<file path="src/rtl/btb_predictor_pkg.sv">
// Shared definitions for the branch target buffer: counter encodings and default size.
package btb_predictor_pkg;

  typedef enum logic [1:0] {
    SNT = 2'b00,
    WNT = 2'b01,
    WT  = 2'b10,
    ST  = 2'b11
  } ctr_t;

  localparam int unsigned BTB_ENTRIES = 16;

endpackage

</file>
<file path="src/rtl/sat_ctr2.sv">
// 2-bit saturating up/down counter with synchronous load and clear.
module sat_ctr2
  import btb_predictor_pkg::*;
#(
  parameter logic [1:0] INIT = 2'b01
) (
  input  logic       clk,
  input  logic       reset,
  input  logic       clear,
  input  logic       load,
  input  logic [1:0] load_val,
  input  logic       inc,
  input  logic       dec,
  output logic [1:0] value
);

  always_ff @(posedge clk) begin
    if (reset || clear) begin
      value <= INIT;
    end else if (load) begin
      value <= load_val;
    end else if (inc && (value != ST)) begin
      value <= value + 2'd1;
    end else if (dec && (value != SNT)) begin
      value <= value - 2'd1;
    end
  end

endmodule

</file>
<file path="src/rtl/btb_predictor.sv">
// Direct-mapped BTB with per-entry 2-bit counters: zero-latency lookup for IF,
// training from EX resolution, and saturating performance counters.
module btb_predictor
  import btb_predictor_pkg::*;
#(
  parameter int unsigned ADDR_SIZE = 32,
  parameter int unsigned ENTRIES   = BTB_ENTRIES,
  parameter logic [1:0]  INIT_CTR  = 2'b01,
  localparam int unsigned IDX_W    = $clog2(ENTRIES),
  localparam int unsigned TAG_W    = ADDR_SIZE - IDX_W - 2
) (
  input  logic                 clk,
  input  logic                 reset,
  input  logic [ADDR_SIZE-1:0] if_pc,
  input  logic                 if_en,
  output logic                 pred_taken,
  output logic [ADDR_SIZE-1:0] pred_pc,
  input  logic                 upd_en,
  input  logic [ADDR_SIZE-1:0] upd_pc,
  input  logic                 upd_taken,
  input  logic [ADDR_SIZE-1:0] upd_target,
  input  logic                 upd_uncond,
  input  logic                 upd_mispredict,
  input  logic                 flush_all,
  output logic [31:0]          stat_lookups,
  output logic [31:0]          stat_updates,
  output logic [31:0]          stat_mispred
);

  logic [ENTRIES-1:0]   valid;
  logic [TAG_W-1:0]     tags    [ENTRIES];
  logic [ADDR_SIZE-1:0] targets [ENTRIES];
  logic [1:0]           ctrs    [ENTRIES];

  logic [IDX_W-1:0] lk_idx, up_idx;
  logic [TAG_W-1:0] lk_tag, up_tag;
  logic             lk_hit, up_hit;
  logic             alloc, hit_wr_target;
  logic             ctr_load, ctr_inc, ctr_dec;
  logic [1:0]       ctr_load_val;

  logic [31:0] lookups_q, updates_q, mispred_q;

  assign lk_idx = if_pc[IDX_W+1:2];
  assign lk_tag = if_pc[ADDR_SIZE-1:IDX_W+2];
  assign up_idx = upd_pc[IDX_W+1:2];
  assign up_tag = upd_pc[ADDR_SIZE-1:IDX_W+2];

  // Lookup reads the array as it stood before this edge; no same-cycle bypass.
  always_comb begin
    lk_hit     = valid[lk_idx] && (tags[lk_idx] == lk_tag);
    pred_taken = lk_hit && ctrs[lk_idx][1];
    pred_pc    = pred_taken ? targets[lk_idx] : if_pc + ADDR_SIZE'(4);
  end

  always_comb begin
    up_hit        = valid[up_idx] && (tags[up_idx] == up_tag);
    alloc         = upd_en && !up_hit && upd_taken;
    hit_wr_target = upd_en && up_hit && (upd_uncond || upd_taken);
    ctr_load      = (upd_en && up_hit && upd_uncond) || alloc;
    ctr_load_val  = upd_uncond ? ST : WT;
    ctr_inc       = upd_en && up_hit && !upd_uncond && upd_taken;
    ctr_dec       = upd_en && up_hit && !upd_uncond && !upd_taken;
  end

  for (genvar i = 0; i < ENTRIES; i++) begin : g_ctr
    logic sel;
    assign sel = (up_idx == IDX_W'(i));

    sat_ctr2 #(.INIT(INIT_CTR)) u_ctr (
      .clk      (clk),
      .reset    (reset),
      .clear    (flush_all),
      .load     (ctr_load && sel),
      .load_val (ctr_load_val),
      .inc      (ctr_inc && sel),
      .dec      (ctr_dec && sel),
      .value    (ctrs[i])
    );
  end

  // Tags and targets carry no reset: valid alone qualifies them.
  always_ff @(posedge clk) begin
    if (reset || flush_all) begin
      valid <= '0;
    end else begin
      if (alloc) begin
        valid[up_idx] <= 1'b1;
        tags[up_idx]  <= up_tag;
      end
      if (alloc || hit_wr_target) begin
        targets[up_idx] <= upd_target;
      end
    end
  end

  always_ff @(posedge clk) begin
    if (reset) begin
      lookups_q <= '0;
      updates_q <= '0;
      mispred_q <= '0;
    end else begin
      if (if_en && (lookups_q != '1)) lookups_q <= lookups_q + 32'd1;
      if (upd_en && (updates_q != '1)) updates_q <= updates_q + 32'd1;
      if (upd_en && upd_mispredict && (mispred_q != '1)) mispred_q <= mispred_q + 32'd1;
    end
  end

  assign stat_lookups = lookups_q;
  assign stat_updates = updates_q;
  assign stat_mispred = mispred_q;

endmodule

</file>
<file path="config.mk">
export PLATFORM = sky130hd
export DESIGN_NAME = btb_predictor
export DESIGN_NICKNAME = d
export VERILOG_FILES = /design/src/rtl/btb_predictor_pkg.sv /design/src/rtl/sat_ctr2.sv /design/src/rtl/btb_predictor.sv
export SDC_FILE = /design/constraint.sdc
export NUM_CORES = 2
export LEC_CHECK = 0
export BUFFER_PORTS_ARGS = -buffer_cell sky130_fd_sc_hd__buf_2
export CAP_MARGIN = 20
export CORE_ASPECT_RATIO = 0.9
export CORE_MARGIN = 4
export CORE_UTILIZATION = 43
export CTS_CLUSTER_SIZE = 20
export DETAILED_ROUTE_END_ITERATION = 6
export HOLD_SLACK_MARGIN = 0.06
export PLACE_DENSITY_LB_ADDON = 0.12
export REMOVE_ABC_BUFFERS = 1
export SYNTH_ARGS = -nofsm -noshare
export SYNTH_HDL_FRONTEND = slang
export SYNTH_SLANG_ARGS = --single-unit
</file>
<file path="constraint.sdc">
create_clock -name clk -period 17.25 [get_ports clk]
set_input_delay 3.45 -clock clk [delete_from_list [all_inputs] [get_ports clk]]
set_output_delay 3.45 -clock clk [all_outputs]
set_load 0.005 [all_outputs]
</file>
# ---- Word level (Yosys, flattened, before mapping)
# Memories as Yosys holds them, arrays and structs flattened.
# Cells that the tools add are included.
dict set report word_totals {
  register_bits 144
  ramBits 928
  in_bits 104
  out_inout_bits 129
  memories 2
}
# memory words word_bits rd rd_clocked_by_memory_dff write_ports line
set memory_table {}
lappend memory_table {targets 16 32 1 0 1 btb_predictor.sv:32} ;# logic [ADDR_SIZE-1:0] targets [ENTRIES];
lappend memory_table {tags 16 26 2 0 1 btb_predictor.sv:31} ;# logic [TAG_W-1:0] tags [ENTRIES];
dict set report classes {
  addsub 36
  magnitude_cmp 4
  n_eq_ne 36
  mux 65
  bitwise 2
  reduce_logical 136
}
# op n
set op_table {}
lappend op_table {{2-bit 2-to-1 mux} 50}
lappend op_table {{32-bit by 1-bit adder with 32-bit output (second input constant)} 3}
lappend op_table {{1-bit logical AND} 96}
lappend op_table {{32-bit != test (second input constant)} 3}
lappend op_table {{26-bit == test} 2}
lappend op_table {{3-bit nonzero test} 16}
lappend op_table {{2-bit by 1-bit adder with 2-bit output (second input constant)} 16}
lappend op_table {{32-bit by 3-bit adder with 32-bit output (second input constant)} 1}
lappend op_table {{4-bit == test (second input constant)} 8}
lappend op_table {{32-bit 2-to-1 mux} 1}
lappend op_table {{2-bit != test (second input constant)} 16}
lappend op_table {{2-bit nonzero test} 16}
lappend op_table {{2-bit by 1-bit subtractor with 2-bit output (second input constant)} 16}
lappend op_table {{4-bit by 3-bit == test with 1-bit output (second input constant)} 4}
lappend op_table {{16-bit OR} 1}
lappend op_table {{4-bit by 5-bit < comparator with 1-bit output (second input constant)} 2}
lappend op_table {{1-bit 2-to-1 mux} 10}
lappend op_table {{1-bit binary-select mux with 4-bit select} 2}
lappend op_table {{2-bit binary-select mux with 4-bit select} 1}
lappend op_table {{4-bit by 2-bit == test with 1-bit output (second input constant)} 2}
lappend op_table {{5-bit >= comparator (second input constant)} 1}
lappend op_table {{4-bit inverter with 5-bit output} 1}
lappend op_table {{1-bit demux with 4-bit select} 1}
lappend op_table {{4-bit by 1-bit == test with 1-bit output (second input constant)} 1}
lappend op_table {{other kinds (4)} 9}

# ---- Logic depth before layout (Yosys ltp)
dict set report depth {
  word_depth 11
  mapped_depth 17
}

# ---- Cells and area by module
# From an unflattened synthesis, not the netlist that was laid out.
dict set report hier_totals {
  hier_cells 2937
  hier_area_um2 48517.8
}
# module n_inst cells_each area_per_inst_um2
set by_module_without_submodules {}
lappend by_module_without_submodules {btb_predictor 1 2729 46716.1}
lappend by_module_without_submodules {sat_ctr2 16 13 112.6}

# ---- Worst setup path before layout
# OpenSTA, ideal clock, no wires.
dict set report synth_path {
  path_kind {in2out}
  from {input if_pc[3]}
  to {output pred_pc[30]}
  t_arrival_ps 6609
  required_time_ps 13800
  setup_slack_ps 7191
  cell_stages 13
  n_path_buf 5
  path_cell_list {buf_2 buf_4 buf_2 clkbuf_1 mux4_2 mux4_2 xnor2_1 nand4_1 nor4bb_1 nand2_1 or4b_4 buf_6 a21oi_1}
}
dict set report synth_between {
  elab_chain_cells 6
}
# element line
set synth_lines {}
lappend synth_lines {{start: declaration} btb_predictor.sv:14} ;# input logic [ADDR_SIZE-1:0] if_pc,
lappend synth_lines {{parallel branches: the longest is 5 deep, another holds memory read 16 x 26 bit} -}
lappend synth_lines {{32-bit 2-to-1 mux *} btb_predictor.sv:53} ;# pred_pc = pred_taken ? targets[lk_idx] : if_pc + ADDR_SIZE'(4);
lappend synth_lines {{end: declaration} btb_predictor.sv:17} ;# output logic [ADDR_SIZE-1:0] pred_pc,
# Every way passes the cells marked *. The select of a mux whose other input is x is not followed.

# ---- Worst setup path in the final report
dict set report layout_path {
  from {input if_pc[2]}
  to {output pred_pc[27]}
}
# Same word-level chain as after synthesis.

==> results.py <==
metrics = {
    "pwr": {
        "power_share_of_the_clock_group_pct": 43.7,
        "max-vdd-ir-drop_mv": 0.103,
        "p_sw_uw": 1260,
        "finalPower_uw": 5680,
        "p_leak_uw": 0.0177,
        "swShare_pct": 22.3,
        "p_per_area_nw_per_um2": 104,
        "share_comb_of_total_power_pct": 6.5,
        "power_frac_seq_pct": 49.8,
        "power.internal_uw": 4410,
    },
    "yosys": {
        "mappedNetlistArea_um2": 47800,
        "synth_top_flop_cell": "edfxtp_1",
        "ys_top_cells_by_count": "928 x edfxtp_1, 357 x mux4_2, 197 x nor2_1, 154 x nand2_1, 144 x dfxtp_1",
        "syn_inst": 2896,
        "postSynthAreaPerCell_um2": 16.5,
        "number_of_synthesized_flops_with_an_enable_pin": 928,
        "synth_cell_types": 75,
        "synth_area_leaders": "edfxtp_1 58%, mux4_2 17%, dfxtp_1 6.0%",
        "synth_warnings": 0,
        "synth_top_cell_by_area": "edfxtp_1",
        "synth_seq_cells": 1072,
        "ys_async_sr_fraction_pct": 0,
        "synth_top_area_share_pct": 58.4,
        "synth_seq_area_share_pct": 64.4,
        "synthMostInstantiatedCell": "edfxtp_1",
    },
    "critical_path": {
        "setup.worst_path.start_class": "input port",
        "cp-end-kind": "output port",
        "cp_data_arrival_time_ns": 8.78,
        "worst_ep_required_time_ns": 13.80,
        "path_max_fanout": 92,
        "path_class": "in2out",
    },
    "clocking": {
        "post_cts_hold_buffer_count": 0,
        "htreeDepth": 3,
        "clockRootBuffer": "clkbuf_16",
        "cts.clk_slew.worst_paths_ns": 0.06,
        "clkLatencyLatePin_ns": 0.71,
        "cts_tree": "yes",
        "numCtsBuffers": 112,
        "tritoncts_sinks": 1072,
        "post_cts_setup_inserts": 0,
        "clock_path_buffers": 3,
        "cts.repair.resized": 0,
    },
    "outcome": {
        "outcome": "finished, final reports clean",
    },
    "timing": {
        "maxSlewViolCount": 0,
        "finalWorstPathRequiredPeriod_ns": 12.23,
        "slew_headroom_pct": 32.5,
        "hold-worst-slack_ns": 0.494,
        "final_hold_viol_count": 0,
        "final-setup-viol-count": 0,
        "fmax_mhz": 81.8,
        "fin_setup_tns_ns": 0,
        "post-route-worst-setup-slack_ns": 5.02,
        "clock_skew_ns": 0.0534,
        "worst_pin_slew_ns": 1.01,
        "grt_setup_unrepaired": "no",
        "final_min_period_over_clock_period_pct": 70.9,
    },
    "placed_design": {
        "dpl.hpwl_mm": 81.6,
        "numPortBuffers": 230,
        "dpl_worst_slack_ns": 5.07,
        "place.gp.congestion": 0.876,
    },
    "drt": {
        "route.vias.total": 28844,
        "first_pass_iters": 5,
        "wl_per_cell_um": 29.6,
        "final_wirelength_mm": 139,
        "vias_per_cell": 6.14,
        "detail_route.drc_violations": 0,
        "drt_iter0_markers": 3296,
        "drt_antenna_net_count": 0,
    },
    "run": {
        "timing.max_cap.violations": 0,
    },
    "global_route": {
        "antenna_violations_before_repair": 21,
        "grt_util_all_layers_pct": 23.5,
        "gr-total-overflow": 0,
        "maximum_number_of_pins_on_one_net_before_global_route_repair": 102,
        "grt_first_pass_wirelength_mm": 202,
        "grt_pass1_vias": 29008,
    },
    "floorplanning": {
        "top_level_ports": 233,
        "die_width_um": 359,
        "die-height_um": 324,
        "floorplan.die_area_um2": 116000,
        "floorplan.rows": 115,
        "starting_density_of_the_core_pct": 43.5,
        "core-area_um2": 110000,
    },
    "final_layout": {
        "drive_above_1_share_pct": 27.4,
        "area.growth.synth_to_final_pct": 14.2,
        "fin_util_pct": 49.7,
        "layout.nets": 3242,
    },
    "hold_path": {
        "hp-class": "reg2reg",
    },
}
stage by stage:
step / std cells / cell area [µm²]
after CTS: 4690 / 54500
after global routing: 4692 / 54500
after global placement: 4481 / 50700
after floorplan: 2727 / 46900
after detailed placement: 4481 / 50700
final: 4697 / 54500
registers in the layout, summed over array words and instances (netlist names):
name	count
tags	416
stat_updates	32
targets	512
stat_mispred	32
valid	16
stat_lookups	32
g_ctr.u_ctr.value	32
layout make-up:
| cell class | instances | area [µm²] |
|---|---|---|
| fill | 9079 | 55300 |
| sequential | 1072 | 30700 |
| multi-input combinational | 1623 | 16300 |
| clock buffer | 139 | 3030 |
| tap | 1462 | 1830 |
| timing repair buffer | 293 | 1690 |
| clock inverter | 70 | 776 |
| inverter | 32 | 120 |
| antenna | 6 | 15.0 |
critical path, cell delays in order:
cell and delay [ns]:
buf_8 0.52, buf_12 0.62, mux4_2 0.61, mux4_2 0.54, xnor2_1 0.54, nand2_1 0.13, or4_1 0.58, nor4_4 0.28
buf_4 0.58, nand2_1 0.10, o21ai_1 0.35, buf_2 0.22
layer usage:
metal	vias to the layer above	global-route usage (%)	share of wire (%)
li1	12191	-	-
met1	15042	33.1	42
met2	1349	36.9	46
met3	242	6.05	9.2
met4	20	5.63	2.4
met5	-	0.840	0.19
placed cells by master, fill, tap and decap left out, types with 32 or more instances in the layout:
cell         n
xor2_1      72
o21ai_0     36
mux2i_1    114
buf_2      224
nand2_1    154
buf_4       63
edfxtp_1   928
clkbuf_16  116
nand4_1     55
nand3_1     69
a21oi_1     91
mux4_2     357
o21ai_1     38
xnor2_1     78
and3_1      36
nor2_1     165
nor3_1      36
dfxtp_1    144
nor2_4      32
o31ai_1     38
power groups by stage:
stage	clock network, µW	logic, µW	registers [µW]
after CTS	2530	370	2830
after detailed placement	0	369	2880
after floorplan	0	173	2880
after global routing	2640	392	2830
after global placement	0	363	2880
final	2480	369	2830
path summary, 6_finish.rpt:
kind	startpoint	slack, ns	end	cells after the start
worst max-delay path	if_pc[2]	5.02	pred_pc[27]	12
worst min-delay path	valid[15]$_SDFFE_PP0P_	0.49	valid[15]$_SDFFE_PP0P_	2
worst max register to register	tags[11][22]$_DFFE_PP_	12.18	targets[8][3]$_DFFE_PP_	10
worst min register to register	valid[15]$_SDFFE_PP0P_	0.49	valid[15]$_SDFFE_PP0P_	2
cells by family (layout without fill, tap and decap cells):
kind of cell	count (synthesis)	count (layout)	synth area share [%]
other	0	6	0
DFF	1072	1072	64.4
muxes	482	482	19.5
adders and majority gates	4	4	0.105
and+or+nand+nor	647	647	6.60
xor gates and xnor gates	150	150	2.75
AOI/OAI and AO/OA	340	340	4.69
buffers and inverters	201	534	1.97
(Power assumes the default switching activity.)
